### src/rtl/rtc_pkg.sv
// Shared definitions for the RTC access scheduler.
// Contents: scheduler state encoding, idle level of the RTC control lines,
// and a counter-width helper that keeps single-value counters at least one bit wide.
package rtc_pkg;

    typedef enum logic [1:0] {
        ST_IDLE     = 2'd0,
        ST_LEER     = 2'd1,
        ST_ESCRIBIR = 2'd2,
        ST_GAP      = 2'd3
    } state_e;

    // RTC control lines are active-low; idle is all ones.
    localparam logic BUS_IDLE = 1'b1;

    function automatic int unsigned cnt_width(input int unsigned n);
        return (n < 2) ? 1 : $clog2(n);
    endfunction

endpackage

### src/rtl/rtc_access_scheduler_if.sv
// Bundle between the scheduler, the read/write sequencers and the RTC pins.
// slave : scheduler side (takes requests and sequencer lines, drives enables,
//         muxed RTC lines, busy flag and completion pulses).
// master: environment side (the reverse).
interface rtc_access_scheduler_if;
    logic req_escribir;
    logic req_leer;
    logic a_d_l, cs_l, rd_l, wr_l;
    logic a_d_e, cs_e, rd_e, wr_e;
    logic do_it_leer;
    logic do_it_escribir;
    logic a_d, cs, rd, wr;
    logic ocupado;
    logic fin_leer;
    logic fin_escribir;

    modport slave (
        input  req_escribir, req_leer,
        input  a_d_l, cs_l, rd_l, wr_l,
        input  a_d_e, cs_e, rd_e, wr_e,
        output do_it_leer, do_it_escribir,
        output a_d, cs, rd, wr,
        output ocupado, fin_leer, fin_escribir
    );

    modport master (
        output req_escribir, req_leer,
        output a_d_l, cs_l, rd_l, wr_l,
        output a_d_e, cs_e, rd_e, wr_e,
        input  do_it_leer, do_it_escribir,
        input  a_d, cs, rd, wr,
        input  ocupado, fin_leer, fin_escribir
    );
endinterface

### src/rtl/rtc_refresh_timer.sv
// Free-running refresh timer: counts 0..PERIOD-1 and wraps to 0.
// Ports: clk, reset (async, active-high), wrap_c (high during the last count,
// i.e. in the cycle whose closing edge wraps the counter).
module rtc_refresh_timer
    import rtc_pkg::*;
#(
    parameter int unsigned PERIOD = 100000
) (
    input  logic clk,
    input  logic reset,
    output logic wrap_c
);

    localparam int unsigned TW = cnt_width(PERIOD);

    logic [TW-1:0] cnt_q, cnt_d;

    always_comb begin
        wrap_c = (cnt_q == TW'(PERIOD - 1));
        cnt_d  = wrap_c ? '0 : cnt_q + TW'(1);
    end

    always_ff @(posedge clk or posedge reset) begin
        if (reset) cnt_q <= '0;
        else       cnt_q <= cnt_d;
    end

endmodule

### src/rtl/rtc_access_scheduler.sv
// Arbitrates RTC access between a read sequencer and a write sequencer.
// Write requests win over reads; a running sweep is never preempted; every
// sweep is followed by GAP_CYCLES idle cycles. Reads are also requested
// automatically by the refresh timer.
// Ports: clk, reset (async, active-high), bus (rtc_access_scheduler_if.slave):
//   req_escribir/req_leer request pulses, *_l/*_e sequencer RTC lines,
//   do_it_leer/do_it_escribir sequencer enables, a_d/cs/rd/wr muxed RTC lines,
//   ocupado busy flag, fin_leer/fin_escribir completion pulses.
module rtc_access_scheduler
    import rtc_pkg::*;
#(
    parameter int unsigned READ_CYCLES    = 351,
    parameter int unsigned WRITE_CYCLES   = 351,
    parameter int unsigned GAP_CYCLES     = 8,
    parameter int unsigned REFRESH_PERIOD = 100000
) (
    input  logic                   clk,
    input  logic                   reset,
    rtc_access_scheduler_if.slave  bus
);

    localparam int unsigned MAX_SWEEP = (READ_CYCLES > WRITE_CYCLES) ? READ_CYCLES : WRITE_CYCLES;
    localparam int unsigned SW        = cnt_width(MAX_SWEEP);
    localparam int unsigned GW        = cnt_width(GAP_CYCLES);

    state_e        state_q, state_d;
    logic [SW-1:0] sweep_q, sweep_d;
    logic [GW-1:0] gap_q, gap_d;
    logic          pend_w_q, pend_w_d;
    logic          pend_r_q, pend_r_d;
    logic          do_l_q, do_l_d;
    logic          do_e_q, do_e_d;
    logic          fin_l_q, fin_l_d;
    logic          fin_e_q, fin_e_d;
    logic          ocup_q, ocup_d;
    logic          refresh_wrap_c;
    logic [SW-1:0] sweep_last_c;

    rtc_refresh_timer #(
        .PERIOD (REFRESH_PERIOD)
    ) u_refresh (
        .clk    (clk),
        .reset  (reset),
        .wrap_c (refresh_wrap_c)
    );

    // Next-state, pending-flag and registered-output logic.
    always_comb begin
        state_d  = state_q;
        sweep_d  = sweep_q;
        gap_d    = gap_q;
        fin_l_d  = 1'b0;
        fin_e_d  = 1'b0;
        // A request in the cycle its flag is consumed re-arms the flag.
        pend_w_d = pend_w_q | bus.req_escribir;
        pend_r_d = pend_r_q | bus.req_leer | refresh_wrap_c;
        sweep_last_c = (state_q == ST_ESCRIBIR) ? SW'(WRITE_CYCLES - 1) : SW'(READ_CYCLES - 1);

        case (state_q)
            ST_IDLE: begin
                if (pend_w_q) begin
                    state_d  = ST_ESCRIBIR;
                    sweep_d  = '0;
                    pend_w_d = bus.req_escribir;
                end else if (pend_r_q) begin
                    state_d  = ST_LEER;
                    sweep_d  = '0;
                    pend_r_d = bus.req_leer | refresh_wrap_c;
                end
            end
            ST_LEER, ST_ESCRIBIR: begin
                if (sweep_q == sweep_last_c) begin
                    fin_l_d = (state_q == ST_LEER);
                    fin_e_d = (state_q == ST_ESCRIBIR);
                    gap_d   = '0;
                    state_d = (GAP_CYCLES == 0) ? ST_IDLE : ST_GAP;
                end else begin
                    sweep_d = sweep_q + SW'(1);
                end
            end
            ST_GAP: begin
                if (gap_q == GW'(GAP_CYCLES - 1)) state_d = ST_IDLE;
                else                              gap_d   = gap_q + GW'(1);
            end
            default: state_d = ST_IDLE;
        endcase

        do_l_d = (state_d == ST_LEER);
        do_e_d = (state_d == ST_ESCRIBIR);
        ocup_d = (state_d != ST_IDLE);
    end

    always_ff @(posedge clk or posedge reset) begin
        if (reset) begin
            state_q  <= ST_IDLE;
            sweep_q  <= '0;
            gap_q    <= '0;
            pend_w_q <= 1'b0;
            pend_r_q <= 1'b0;
            do_l_q   <= 1'b0;
            do_e_q   <= 1'b0;
            fin_l_q  <= 1'b0;
            fin_e_q  <= 1'b0;
            ocup_q   <= 1'b0;
        end else begin
            state_q  <= state_d;
            sweep_q  <= sweep_d;
            gap_q    <= gap_d;
            pend_w_q <= pend_w_d;
            pend_r_q <= pend_r_d;
            do_l_q   <= do_l_d;
            do_e_q   <= do_e_d;
            fin_l_q  <= fin_l_d;
            fin_e_q  <= fin_e_d;
            ocup_q   <= ocup_d;
        end
    end

    assign bus.do_it_leer     = do_l_q;
    assign bus.do_it_escribir = do_e_q;
    assign bus.ocupado        = ocup_q;
    assign bus.fin_leer       = fin_l_q;
    assign bus.fin_escribir   = fin_e_q;

    // Pin mux keyed on the registered enables, so reset idles the pins at once.
    assign bus.a_d = do_l_q ? bus.a_d_l : (do_e_q ? bus.a_d_e : BUS_IDLE);
    assign bus.cs  = do_l_q ? bus.cs_l  : (do_e_q ? bus.cs_e  : BUS_IDLE);
    assign bus.rd  = do_l_q ? bus.rd_l  : (do_e_q ? bus.rd_e  : BUS_IDLE);
    assign bus.wr  = do_l_q ? bus.wr_l  : (do_e_q ? bus.wr_e  : BUS_IDLE);

endmodule
### src/flat_wrapper.sv
// flat-port wrapper written by rule: the top's interface ports become plain ports
module rtc_access_scheduler_flat import rtc_pkg::*;
#(
    parameter int unsigned READ_CYCLES    = 351,
    parameter int unsigned WRITE_CYCLES   = 351,
    parameter int unsigned GAP_CYCLES     = 8,
    parameter int unsigned REFRESH_PERIOD = 100000
)
  (clk, reset, bus_req_escribir, bus_req_leer, bus_a_d_l, bus_cs_l, bus_rd_l, bus_wr_l, bus_a_d_e, bus_cs_e, bus_rd_e, bus_wr_e, bus_do_it_leer, bus_do_it_escribir, bus_a_d, bus_cs, bus_rd, bus_wr, bus_ocupado, bus_fin_leer, bus_fin_escribir);
  rtc_access_scheduler_if bus_i ();
  input  logic clk;
  input  logic reset;
  input wire logic [$bits(bus_i.req_escribir)-1:0] bus_req_escribir;
  input wire logic [$bits(bus_i.req_leer)-1:0] bus_req_leer;
  input wire logic [$bits(bus_i.a_d_l)-1:0] bus_a_d_l;
  input wire logic [$bits(bus_i.cs_l)-1:0] bus_cs_l;
  input wire logic [$bits(bus_i.rd_l)-1:0] bus_rd_l;
  input wire logic [$bits(bus_i.wr_l)-1:0] bus_wr_l;
  input wire logic [$bits(bus_i.a_d_e)-1:0] bus_a_d_e;
  input wire logic [$bits(bus_i.cs_e)-1:0] bus_cs_e;
  input wire logic [$bits(bus_i.rd_e)-1:0] bus_rd_e;
  input wire logic [$bits(bus_i.wr_e)-1:0] bus_wr_e;
  output wire logic [$bits(bus_i.do_it_leer)-1:0] bus_do_it_leer;
  output wire logic [$bits(bus_i.do_it_escribir)-1:0] bus_do_it_escribir;
  output wire logic [$bits(bus_i.a_d)-1:0] bus_a_d;
  output wire logic [$bits(bus_i.cs)-1:0] bus_cs;
  output wire logic [$bits(bus_i.rd)-1:0] bus_rd;
  output wire logic [$bits(bus_i.wr)-1:0] bus_wr;
  output wire logic [$bits(bus_i.ocupado)-1:0] bus_ocupado;
  output wire logic [$bits(bus_i.fin_leer)-1:0] bus_fin_leer;
  output wire logic [$bits(bus_i.fin_escribir)-1:0] bus_fin_escribir;
  assign bus_i.req_escribir = bus_req_escribir;
  assign bus_i.req_leer = bus_req_leer;
  assign bus_i.a_d_l = bus_a_d_l;
  assign bus_i.cs_l = bus_cs_l;
  assign bus_i.rd_l = bus_rd_l;
  assign bus_i.wr_l = bus_wr_l;
  assign bus_i.a_d_e = bus_a_d_e;
  assign bus_i.cs_e = bus_cs_e;
  assign bus_i.rd_e = bus_rd_e;
  assign bus_i.wr_e = bus_wr_e;
  assign bus_do_it_leer = bus_i.do_it_leer;
  assign bus_do_it_escribir = bus_i.do_it_escribir;
  assign bus_a_d = bus_i.a_d;
  assign bus_cs = bus_i.cs;
  assign bus_rd = bus_i.rd;
  assign bus_wr = bus_i.wr;
  assign bus_ocupado = bus_i.ocupado;
  assign bus_fin_leer = bus_i.fin_leer;
  assign bus_fin_escribir = bus_i.fin_escribir;
  rtc_access_scheduler #(.READ_CYCLES(READ_CYCLES), .WRITE_CYCLES(WRITE_CYCLES), .GAP_CYCLES(GAP_CYCLES), .REFRESH_PERIOD(REFRESH_PERIOD)) u_core (.clk(clk), .reset(reset), .bus(bus_i));
endmodule
### config.mk
export PLATFORM = sky130hd
export DESIGN_NAME = rtc_access_scheduler_flat
export DESIGN_NICKNAME = d
export VERILOG_FILES = /design/src/rtl/rtc_pkg.sv /design/src/rtl/rtc_access_scheduler_if.sv /design/src/rtl/rtc_refresh_timer.sv /design/src/rtl/rtc_access_scheduler.sv /design/src/flat_wrapper.sv
export SDC_FILE = /design/constraint.sdc
export NUM_CORES = 1
export LEC_CHECK = 0
export CORE_ASPECT_RATIO = 0.5
export CORE_MARGIN = 2
export CORE_UTILIZATION = 23
export DETAILED_ROUTE_END_ITERATION = 16
export DONT_BUFFER_PORTS = 1
export SLEW_MARGIN = 20
export SYNTH_ARGS = -nofsm -noshare
export SYNTH_HDL_FRONTEND = slang
export SYNTH_SLANG_ARGS = --single-unit
### constraint.sdc
create_clock -name clk -period 2.4 [get_ports clk]
set_clock_uncertainty 0.15 [all_clocks]
set_input_delay 0.36 -clock clk [delete_from_list [all_inputs] [get_ports clk]]
set_output_delay 0.36 -clock clk [all_outputs]
set_load 0.005 [all_outputs]
==> impl_metrics.py <==
metrics = {
    "logic_synthesis": {
        "synthArstFlopShare_pct": 100,
        "ys_warn_count": 0,
        "ys.flop_type": "dfrtp_1",
        "synth.area.top_cells": "dfrtp_1, ha_1, xnor2_1",
        "synth_area_um2": 2000,
        "synth_most_common_cell": "dfrtp_1",
        "syn_inst": 202,
        "syn_nets": 224,
        "synth_cell_types": 44,
        "synth_edf_count": 0,
        "synth_top_area_share_pct": 47.5,
        "synth_seq_cells": 38,
        "synth_area_leader_cell": "dfrtp_1",
        "avgSynthCellArea_um2": 9.91,
        "synth_common_cells": "dfrtp_1, nor2_1, inv_1, nand3_1, xnor2_1",
        "ys_seq_area_share_pct": 47.5,
    },
    "setup_path": {
        "cp.arrival_ns": 2.27,
        "criticalPathCategory": "register to register",
        "cp.required_ns": 2.45,
        "end_kind": "register",
        "worst_setup_path_start_kind": "register",
        "crit_path_max_fanout": 8,
    },
    "pwr": {
        "power.density_nw_per_um2": 921,
        "irDropWorstVdd_uv": 296,
        "power.total_mw": 2.09,
        "p_leak_nw": 0.987,
    },
    "clocking": {
        "clock_path_buffers": 2,
        "cts-root-buf": "clkbuf_16",
        "numCtsBuffers": 5,
        "clock_sink_count": 38,
        "cts-htree-levels": 2,
        "post_cts_buffers": 0,
        "cts-resized-gates": 0,
        "clk_pin_slew_ns": 0.05,
        "clk_latency_ns": 0.28,
        "cts_tree": "built",
    },
    "status": {
        "status": "finished clean",
    },
    "grt": {
        "grt_pass1_wl_mm": 6.69,
        "grtUsageTotal_pct": 8.83,
        "grt_antenna_before_repair": 0,
        "grt-ovfl-total": 0,
        "grt_max_degree": 39,
        "grt_pass1_vias": 1505,
    },
    "place": {
        "port_buffers": 0,
        "globalplace.congestion": 0.861,
        "dp_hpwl_mm": 2.69,
        "dp.cells": 310,
    },
    "finish": {
        "n_antenna_cell": 0,
        "drive_gt1_share_pct": 7.77,
        "stdcell_count": 318,
        "area_delta_synth_final_pct": 13.4,
        "nNetsFinal": 228,
    },
    "floorplan": {
        "dieArea_um2": 9510,
        "die-width_um": 136,
        "pin_count": 21,
        "initial_core_util_pct": 24.3,
        "core_um2": 8230,
        "die_y_um": 70.0,
        "num_rows": 23,
    },
    "timing": {
        "finalCritPeriodShare_pct": 92.8,
        "rsz0062_at_grt": "false",
        "maxSlewViolCount": 0,
        "finalSetupViolations": 0,
        "hold_viol": 0,
        "fin_crit_ns": 2.23,
        "fmaxAchievable_ghz": 0.449,
        "relSlewSlack_pct": 65.9,
        "finalSetupTns_ns": 0,
        "tightest_slew_ns": 0.509,
    },
    "routing": {
        "drc": 0,
        "totalWireLength_mm": 3.85,
        "via_count": 1477,
        "wl_per_cell_um": 12.1,
        "initialDrtViolationCount": 77,
        "avgViaCountPerCell": 4.64,
        "firstDrtPassIters": 4,
        "ant_nets": 0,
    },
    "run": {
        "max-cap-violations": 0,
    },
    "hold_path": {
        "min_path_type": "primary input to register",
    },
}
==> where the power goes <==
part | total (mW) | internal (mW) | switching (mW)
sequential | 0.819 | 0.726 | 0.0928
clock | 0.614 | 0.374 | 0.239
combinational | 0.657 | 0.252 | 0.405
total | 2.09 | 1.35 | 0.737
==> logic make-up (layout without fill, tap and decap cells) <==
group / after synthesis / count (layout) / synth area share [%]
buffers and inverters: 20 / 24 / 4.06
AND/OR/NAND/NOR: 78 / 78 / 22.1
XOR/XNOR: 15 / 15 / 6.56
multiplexers: 1 / 1 / 0.562
AO/OA/AOI/OAI: 40 / 40 / 13.0
adder cells (fa/ha/maj): 10 / 10 / 6.25
flip-flops: 38 / 38 / 47.5
==> metrics by stage <==
stage	utilization, %	cell area [µm²]	worst slack (ns)	hold WS [ns]
after floorplan	-	2000	0.381	0.287
after global placement	25.8	2120	0.322	0.238
after detailed placement	25.8	2120	0.245	0.245
after CTS	27.6	2270	0.207	0.0221
after global routing	27.6	2270	0.0784	0.0280
final	27.6	2270	0.173	0.0271
==> critical path, stage by stage, from the launching register on <==
cell	delay [ns]
dfrtp_1	0.43
inv_1	0.11
ha_1	0.44
inv_2	0.11
or3_1	0.45
or3_1	0.37
o21ai_0	0.08
==> registers in the layout, indices dropped and copies added, names as in the netlist <==
signal                     flops
u_core.gap_q                   3
u_core.bus.fin_escribir        1
u_core.bus.ocupado             1
u_core.bus.do_it_leer          1
u_core.state_q                 2
u_core.pend_r_q                1
u_core.bus.fin_leer            1
u_core.bus.do_it_escribir      1
u_core.u_refresh.cnt_q        17
u_core.pend_w_q                1
u_core.sweep_q                 9
==> placed cells by master, fill, tap and decap left out, types with 2 or more instances in the layout <==
master / Yosys / routed
a22o_1: 2 / 2
nand4_1: 6 / 6
nand2_1: 9 / 9
and3_1: 3 / 3
a31oi_1: 7 / 7
nor4_1: 2 / 2
and4bb_2: 2 / 2
clkbuf_16: 0 / 5
xor2_1: 2 / 2
clkinv_2: 0 / 2
o211ai_1: 2 / 2
nor2_1: 18 / 18
inv_1: 14 / 14
o21ai_0: 11 / 11
nor3b_1: 3 / 3
and4_1: 2 / 2
nor3_1: 3 / 3
nand2b_1: 2 / 2
nand3_1: 14 / 14
a21oi_1: 8 / 8
o31ai_1: 2 / 2
xnor2_1: 13 / 13
nor2b_1: 4 / 4
dfrtp_1: 38 / 38
or3_1: 2 / 2
ha_1: 10 / 10
or2_2: 2 / 2
==> final timing paths <==
kind	start	endpoint	slack, ns	cells after the start
worst max-delay path	u_core.state_q[0]	u_core.sweep_q[7]	0.17	6
max in group asynchronous	reset	u_core.pend_w_q	1.29	3
worst min-delay path	bus_req_escribir	u_core.pend_w_q	0.03	1
worst max register to register	u_core.state_q[0]	u_core.sweep_q[7]	0.17	6
min in group asynchronous	reset	u_core.u_refresh.cnt_q[16]	0.48	3
worst min register to register	u_core.sweep_q[8]	u_core.sweep_q[8]	0.34	1
==> layout make-up <==
cell class / instances / area, µm²
inverters: 15 / 56.3
flip-flops and latches: 38 / 951
multi-input cells: 144 / 970
clock inverters: 2 / 10.0
repair buffers: 2 / 17.5
clock buffers: 5 / 125
fillers: 857 / 5960
well taps: 112 / 140
==> repair_timing <==
| action | CTS | global route |
|---|---|---|
| hold buffers | 1 | 0 |
| endpoints found under the setup margin | 0 | 0 |
| hold endpoints to repair | 38 | 0 |
==> metal layers <==
layer  up-vias  routed length, µm  global-route usage (%)
met2        40               1820                    15.2
met1       705               1810                    10.5
met3         6                160                    2.40
met4         0                 61                    3.59
li1        726                  -                       -
met5         -                  0                       0
Power figures use the tool's default switching activity.
